--- src/rtl/axi_config_wr.sv ---
// axi_config_wr
//
// AXI4 write-channel slave that turns one AXI write burst at a time into single-cycle
// register-write strobes (wr/waddr/wdata/wstrb) for a configuration register bank, then
// returns one B response after the final beat.
//
// Optional feature: define AXI_CONFIG_WR_WLAST_CHECK_EN to flag bursts whose wlast does
// not match the awlen-derived last beat. Such bursts complete normally, but B carries SLVERR.
//
// Ports:
//   clk, rst_n                 clock, asynchronous active-low reset
//   s_axi_aw*                  write address channel (size/lock/cache/prot/qos/region unused)
//   s_axi_w*                   write data channel (wlast only used by the optional check)
//   s_axi_b*                   write response channel (buser tied to zero)
//   wr                         single-cycle write strobe
//   waddr, wdata, wstrb        register write address/data/byte enables, valid while wr=1

module axi_config_wr #(
   parameter int unsigned ADDR_WIDTH  = 32,
   parameter int unsigned DATA_WIDTH  = 32,
   parameter int unsigned STRB_WIDTH  = DATA_WIDTH / 8,
   parameter int unsigned ID_WIDTH    = 8,
   parameter int unsigned ADDR_INCR   = 4,
   parameter int unsigned BUSER_WIDTH = 1
) (
   input  logic                   clk,
   input  logic                   rst_n,

   input  logic [ID_WIDTH-1:0]    s_axi_awid,
   input  logic [ADDR_WIDTH-1:0]  s_axi_awaddr,
   input  logic [7:0]             s_axi_awlen,
   input  logic [2:0]             s_axi_awsize,
   input  logic [1:0]             s_axi_awburst,
   input  logic                   s_axi_awlock,
   input  logic [3:0]             s_axi_awcache,
   input  logic [2:0]             s_axi_awprot,
   input  logic [3:0]             s_axi_awqos,
   input  logic [3:0]             s_axi_awregion,
   input  logic                   s_axi_awvalid,
   output logic                   s_axi_awready,

   input  logic [DATA_WIDTH-1:0]  s_axi_wdata,
   input  logic [STRB_WIDTH-1:0]  s_axi_wstrb,
   input  logic                   s_axi_wlast,
   input  logic                   s_axi_wvalid,
   output logic                   s_axi_wready,

   output logic [ID_WIDTH-1:0]    s_axi_bid,
   output logic [1:0]             s_axi_bresp,
   output logic [BUSER_WIDTH-1:0] s_axi_buser,
   output logic                   s_axi_bvalid,
   input  logic                   s_axi_bready,

   output logic                   wr,
   output logic [ADDR_WIDTH-1:0]  waddr,
   output logic [DATA_WIDTH-1:0]  wdata,
   output logic [STRB_WIDTH-1:0]  wstrb
);

   localparam logic [1:0] BurstFixed = 2'b00;
   localparam logic [1:0] RespOkay   = 2'b00;
   localparam logic [1:0] RespSlverr = 2'b10;

   typedef enum logic [1:0] {StIdle, StData, StResp} state_e;

   state_e                state_q, state_d;
   logic                  awready_q, awready_d;
   logic                  wready_q, wready_d;
   logic                  bvalid_q, bvalid_d;
   logic [ID_WIDTH-1:0]   id_q, id_d;
   logic [ADDR_WIDTH-1:0] addr_q, addr_d;
   logic [7:0]            len_q, len_d;
   logic [1:0]            burst_q, burst_d;
   logic [7:0]            cnt_q, cnt_d;
   logic                  wr_q, wr_d;
   logic [ADDR_WIDTH-1:0] waddr_q, waddr_d;
   logic [DATA_WIDTH-1:0] wdata_q, wdata_d;
   logic [STRB_WIDTH-1:0] wstrb_q, wstrb_d;

   logic aw_hs, w_hs, b_hs, last_beat;

   assign aw_hs     = s_axi_awvalid & awready_q;
   assign w_hs      = s_axi_wvalid & wready_q;
   assign b_hs      = s_axi_bready & bvalid_q;
   assign last_beat = (cnt_q == len_q);

`ifdef AXI_CONFIG_WR_WLAST_CHECK_EN
   logic       err_q, err_d;
   logic [1:0] bresp_q, bresp_d;
   logic       unused_ok;
   assign unused_ok = ^{s_axi_awsize, s_axi_awlock, s_axi_awcache, s_axi_awprot,
                        s_axi_awqos, s_axi_awregion};
`else
   logic unused_ok;
   assign unused_ok = ^{s_axi_awsize, s_axi_awlock, s_axi_awcache, s_axi_awprot,
                        s_axi_awqos, s_axi_awregion, s_axi_wlast};
`endif

   always_comb begin
      state_d   = state_q;
      awready_d = 1'b0;
      wready_d  = 1'b0;
      bvalid_d  = 1'b0;
      id_d      = id_q;
      addr_d    = addr_q;
      len_d     = len_q;
      burst_d   = burst_q;
      cnt_d     = cnt_q;
      wr_d      = 1'b0;
      waddr_d   = waddr_q;
      wdata_d   = wdata_q;
      wstrb_d   = wstrb_q;
`ifdef AXI_CONFIG_WR_WLAST_CHECK_EN
      err_d     = err_q;
      bresp_d   = bresp_q;
`endif
      unique case (state_q)
         StIdle: begin
            // awready_q is still 0 in the first cycle after reset, so no handshake yet.
            awready_d = 1'b1;
            if (aw_hs) begin
               id_d      = s_axi_awid;
               addr_d    = s_axi_awaddr;
               len_d     = s_axi_awlen;
               burst_d   = s_axi_awburst;
               cnt_d     = 8'd0;
`ifdef AXI_CONFIG_WR_WLAST_CHECK_EN
               err_d     = 1'b0;
`endif
               awready_d = 1'b0;
               wready_d  = 1'b1;
               state_d   = StData;
            end
         end
         StData: begin
            wready_d = 1'b1;
            if (w_hs) begin
               // Zero-strobe beats still consume an address slot but do not strobe.
               wr_d    = |s_axi_wstrb;
               waddr_d = addr_q;
               wdata_d = s_axi_wdata;
               wstrb_d = s_axi_wstrb;
               if (burst_q != BurstFixed) begin
                  addr_d = addr_q + ADDR_WIDTH'(ADDR_INCR);
               end
               cnt_d = cnt_q + 8'd1;
`ifdef AXI_CONFIG_WR_WLAST_CHECK_EN
               if (s_axi_wlast != last_beat) begin
                  err_d = 1'b1;
               end
`endif
               if (last_beat) begin
                  wready_d = 1'b0;
                  bvalid_d = 1'b1;
                  state_d  = StResp;
`ifdef AXI_CONFIG_WR_WLAST_CHECK_EN
                  bresp_d  = err_d ? RespSlverr : RespOkay;
`endif
               end
            end
         end
         StResp: begin
            bvalid_d = 1'b1;
            if (b_hs) begin
               bvalid_d  = 1'b0;
               awready_d = 1'b1;
               state_d   = StIdle;
            end
         end
         default: state_d = StIdle;
      endcase
   end

   always_ff @(posedge clk or negedge rst_n) begin
      if (!rst_n) begin
         state_q   <= StIdle;
         awready_q <= 1'b0;
         wready_q  <= 1'b0;
         bvalid_q  <= 1'b0;
         id_q      <= '0;
         addr_q    <= '0;
         len_q     <= '0;
         burst_q   <= '0;
         cnt_q     <= '0;
         wr_q      <= 1'b0;
         waddr_q   <= '0;
         wdata_q   <= '0;
         wstrb_q   <= '0;
      end else begin
         state_q   <= state_d;
         awready_q <= awready_d;
         wready_q  <= wready_d;
         bvalid_q  <= bvalid_d;
         id_q      <= id_d;
         addr_q    <= addr_d;
         len_q     <= len_d;
         burst_q   <= burst_d;
         cnt_q     <= cnt_d;
         wr_q      <= wr_d;
         waddr_q   <= waddr_d;
         wdata_q   <= wdata_d;
         wstrb_q   <= wstrb_d;
      end
   end

`ifdef AXI_CONFIG_WR_WLAST_CHECK_EN
   always_ff @(posedge clk or negedge rst_n) begin
      if (!rst_n) begin
         err_q   <= 1'b0;
         bresp_q <= RespOkay;
      end else begin
         err_q   <= err_d;
         bresp_q <= bresp_d;
      end
   end
   assign s_axi_bresp = bresp_q;
`else
   assign s_axi_bresp = RespOkay;
`endif

   assign s_axi_awready = awready_q;
   assign s_axi_wready  = wready_q;
   assign s_axi_bvalid  = bvalid_q;
   assign s_axi_bid     = id_q;
   assign s_axi_buser   = '0;
   assign wr            = wr_q;
   assign waddr         = waddr_q;
   assign wdata         = wdata_q;
   assign wstrb         = wstrb_q;

endmodule

--- config.mk ---
export PLATFORM = sky130hd
export DESIGN_NAME = axi_config_wr
export DESIGN_NICKNAME = d
export VERILOG_FILES = /design/src/rtl/axi_config_wr.sv
export SDC_FILE = /design/constraint.sdc
export NUM_CORES = 1
export LEC_CHECK = 0
export CAP_MARGIN = 20
export CORE_ASPECT_RATIO = 2
export CORE_MARGIN = 5
export CORE_UTILIZATION = 39
export DETAILED_ROUTE_END_ITERATION = 16
export PLACE_DENSITY = 0.68
export SLEW_MARGIN = 20
export SYNTH_ARGS = -nofsm -noshare
export SYNTH_HDL_FRONTEND = slang
export SYNTH_SLANG_ARGS = --single-unit
--- constraint.sdc ---
create_clock -name clk -period 1.85 [get_ports clk]
set_input_delay 0.4625 -clock clk [delete_from_list [all_inputs] [get_ports clk]]
set_output_delay 0.4625 -clock clk [all_outputs]
set_load 0.005 [all_outputs]
==> metrics.csv <==
metric,value,unit
worst supply voltage drop on vdd,0.954,mV
diodes inserted,0,
number of setup violations in the final report,32,
count of boundary I/O pins,194,
sequential power share,28.2,%
Worst Hold Margin,0.490,ns
worst-path maximum fanout,9,
post-synthesis cell area,0.00611,mm²
setup slack on the worst flop-to-flop path,-0.16,ns
internal portion of total power,12100,µW
cts bufs inserted,17,
wire length of the first global-routing pass,29.4,mm
via count of the first global-routing pass,5859,
remaining number of nets flagged by the antenna check after routing,0,
maximum root-to-sink buffer count,2,
Static Leakage,0.00421,µW
clock latency on the worst-skew pair,0.42,ns
initial core utilization,39.7,%
part of the total power dissipated in the clock network,18.1,%
Total Nets Final,899,
overall die height,187,µm
initial antenna violation count,0,
Commonest cells post-synth,"sky130_fd_sc_hd__dfrtp_1 (132), sky130_fd_sc_hd__mux2_2 (83), sky130_fd_sc_hd__nand2_1 (33)",
syn avg cell area,11.5,µm²
Syn Inst Count,533,
pwr/cell area,1880,mW/mm²
worst setup path category,reg -> reg,
Post-Place Worst Slack,-0.612,ns
final clock skew,0.0108,ns
Core Region,0.0154,mm²
count of flip-flops with a built-in enable after synthesis,0,
total wire length after detailed routing,19.5,mm
capturing instance or port of the critical path,addr_q[6],
max-capacitance violation count,0,
Yosys top cell area share,54.1,%
reg-to-reg critical path startpoint,state_q[0],
wire length per cell after detailed routing,19.7,µm
async set-reset flop share out of synthesis,100,%
Worst EP required,2.14,ns
ranking of synthesized cells by area,"sky130_fd_sc_hd__dfrtp_1 (54%), sky130_fd_sc_hd__mux2_2 (15%), sky130_fd_sc_hd__o21ai_0 (2.1%)",
failing checks,setup timing,
number of different library cells in the post-synthesis netlist,51,
switching power total,6620,µW
placed standard-cell area,0.00843,mm²
core utilization of the finished layout,64.9,%
Pre-antenna DRT Iters,6,
RR Endpoint,addr_q[6],
dominant register cell in the synthesized netlist,sky130_fd_sc_hd__dfrtp_1,
launch point of the critical path,state_q[0],
Placer Congestion,0.899,
pin slew with the least headroom to its limit,0.517,ns
yosys synthesis warning count,0,
CTS H-tree lvls,4,
portion of the post-synthesis area used by sequential elements,54.1,%
first-iteration detailed-routing DRC count,338,
number of clock sinks seen by CTS,132,
Detail Placement HPWL,13.5,mm
Synth-to-Final Area Change,63.3,%
fraction of layout instances using a drive strength above 1,36.7,%
setup slack after layout,-0.157,ns
GR Overflow Total,0,
final critical path time including I/O delays and setup,2.01,ns
Tot Pwr,18700,µW
detailed-route vias per instance,5.50,
floorplan die area,0.0184,mm²
DR vias,5466,
Die X,98.5,µm
clock-pin slew reported for the worst setup and hold paths after clock tree synthesis,0.06,ns
Logic pwr share,53.7,%
clock tree from TritonCTS,done,
unrepaired setup endpoints after global routing,true,
Slew Limit Fails,0,
Layout Cell Area excl Fill,0.00997,mm²
highest attainable clock frequency,498,MHz
most common cell in the netlist,sky130_fd_sc_hd__dfrtp_1,
final critical-path share of the clock period,108,%
number of DRC violations after detailed routing,0,
endpoint class of the critical path,flip-flop,
max_slew headroom,65.3,%
global-route total usage across every layer,20.0,%
pin count of the biggest net entering global routing,38,
R2R depth,6,
path category of the worst min-delay check,in -> async,
# port buffers,170,
root buffer cell,sky130_fd_sc_hd__clkbuf_16,
post-synthesis sequential element count,132,
"Data arrival, critical path",2.30,ns
result of the run,"finished, violations left",
Core Rows,64,
CP startpoint kind,flip-flop,
final hold violation count,0,
largest area contributor in the netlist,sky130_fd_sc_hd__dfrtp_1,
Sw Ratio,35.3,%
-- critical path, stage by stage (launching register included) --
cell                       delay, ns
sky130_fd_sc_hd__dfrtp_1        0.41
sky130_fd_sc_hd__buf_6          0.14
sky130_fd_sc_hd__ha_4           0.17
sky130_fd_sc_hd__a21boi_4       0.16
sky130_fd_sc_hd__or3_1          0.54
sky130_fd_sc_hd__o31ai_1        0.34
sky130_fd_sc_hd__a21oi_1        0.11
-- flip-flops by register name, summed over array words and instances, names as in the netlist --
signal / count
addr_q: 32
burst_q: 2
cnt_q: 8
len_q: 8
s_axi_awready: 1
s_axi_bid: 8
s_axi_bvalid: 1
s_axi_wready: 1
state_q: 2
waddr: 32
wdata: 32
wr: 1
wstrb: 4
-- final cells by class --
class / count / area (µm²)
clock buffers: 17 / 425
clock inverters: 15 / 169
fillers: 1187 / 5400
inverters: 12 / 48.8
multi-input cells: 359 / 3130
flip-flops and latches: 132 / 3310
well taps: 198 / 248
repair buffers: 260 / 2640
-- worst min path at each step --
stage                     depth (start not counted)  slack (ns)  startpoint        end
after floorplan                                   0        0.17       rst_n  addr_q[0]
after detailed placement                          1        0.36       rst_n  waddr[22]
after CTS                                         2        0.49       rst_n  wdata[14]
after global routing                              2        0.52       rst_n  wdata[12]
final                                             2        0.49       rst_n  waddr[22]
after global placement                            1        0.36       rst_n  waddr[22]
-- cells in the final DEF (no fill, tap or decap), types with 4 or more instances in the layout --
| master | synthesis | layout |
|---|---|---|
| sky130_fd_sc_hd__a211oi_2 | 0 | 5 |
| sky130_fd_sc_hd__a21oi_1 | 21 | 14 |
| sky130_fd_sc_hd__a21oi_2 | 0 | 7 |
| sky130_fd_sc_hd__a22o_1 | 4 | 4 |
| sky130_fd_sc_hd__and3_1 | 12 | 11 |
| sky130_fd_sc_hd__and4_1 | 5 | 5 |
| sky130_fd_sc_hd__buf_12 | 0 | 9 |
| sky130_fd_sc_hd__buf_4 | 4 | 61 |
| sky130_fd_sc_hd__buf_6 | 0 | 14 |
| sky130_fd_sc_hd__clkbuf_16 | 0 | 21 |
| sky130_fd_sc_hd__clkdlybuf4s50_1 | 0 | 168 |
| sky130_fd_sc_hd__clkinvlp_4 | 0 | 5 |
| sky130_fd_sc_hd__dfrtp_1 | 132 | 130 |
| sky130_fd_sc_hd__inv_1 | 12 | 9 |
| sky130_fd_sc_hd__inv_6 | 0 | 7 |
| sky130_fd_sc_hd__mux2_2 | 83 | 83 |
| sky130_fd_sc_hd__mux2i_1 | 4 | 4 |
| sky130_fd_sc_hd__nand2_1 | 33 | 31 |
| sky130_fd_sc_hd__nand3_1 | 24 | 18 |
| sky130_fd_sc_hd__nand3_2 | 0 | 5 |
| sky130_fd_sc_hd__nand4_1 | 11 | 11 |
| sky130_fd_sc_hd__nor2_1 | 26 | 19 |
| sky130_fd_sc_hd__nor2_4 | 0 | 4 |
| sky130_fd_sc_hd__nor3_1 | 15 | 9 |
| sky130_fd_sc_hd__nor3_2 | 1 | 4 |
| sky130_fd_sc_hd__nor4_1 | 8 | 6 |
| sky130_fd_sc_hd__nor4_4 | 2 | 4 |
| sky130_fd_sc_hd__o21ai_0 | 26 | 16 |
| sky130_fd_sc_hd__o21ai_1 | 1 | 6 |
| sky130_fd_sc_hd__o21ai_2 | 0 | 4 |
| sky130_fd_sc_hd__o22ai_2 | 0 | 12 |
| sky130_fd_sc_hd__o22ai_4 | 0 | 4 |
| sky130_fd_sc_hd__xor2_1 | 8 | 8 |
-- stage by stage --
| stage | TNS [ns] | cells |
|---|---|---|
| detailed placement | -25.65 | 931 |
| floorplan | -0.0124 | 535 |
| finish | -1.40 | 993 |
| global placement | -18.02 | 931 |
| global route | -3.97 | 993 |
| CTS | -0.432 | 975 |
-- power groups by stage --
stage | combinational [µW] | sequential (µW) | clock, µW
finish | 10100 | 5280 | 3390
global route | 10700 | 5450 | 3570
CTS | 8210 | 5240 | 3450
detailed placement | 7390 | 5280 | 0
global placement | 7130 | 5180 | 0
floorplan | 3730 | 5150 | 0
-- per-layer routing --
layer | global-route usage, % | up-vias | part of all wire, %
met1 | 19.8 | 2696 | 33
met5 | 0 | - | 0
met4 | 11.9 | 0 | 6.0
met3 | 5.00 | 75 | 6.1
met2 | 36.7 | 236 | 55
li1 | - | 2459 | -
-- logic make-up after synthesis --
| kind of cell | Yosys count | synth area share, % |
|---|---|---|
| flops | 132 | 54.1 |
| buf+inv | 44 | 3.20 |
| other cells | 1 | 0.0614 |
| compound gates | 102 | 10.5 |
| mux | 87 | 16.0 |
| xor+xnor | 8 | 1.15 |
| simple gates | 153 | 13.8 |
| fa+ha+maj | 6 | 1.23 |
-- what timing repair did --
item                                    4_1_cts  5_1_grt
cloned                                        1        5
hold buffers                                  1        0
buffers inserted                             10       13
pin swaps                                     4       28
endpoints found under the setup margin       43       59
hold endpoints to repair                     25        0
resized for setup                            40       99
No activity file was read; power rests on OpenSTA's default activity.
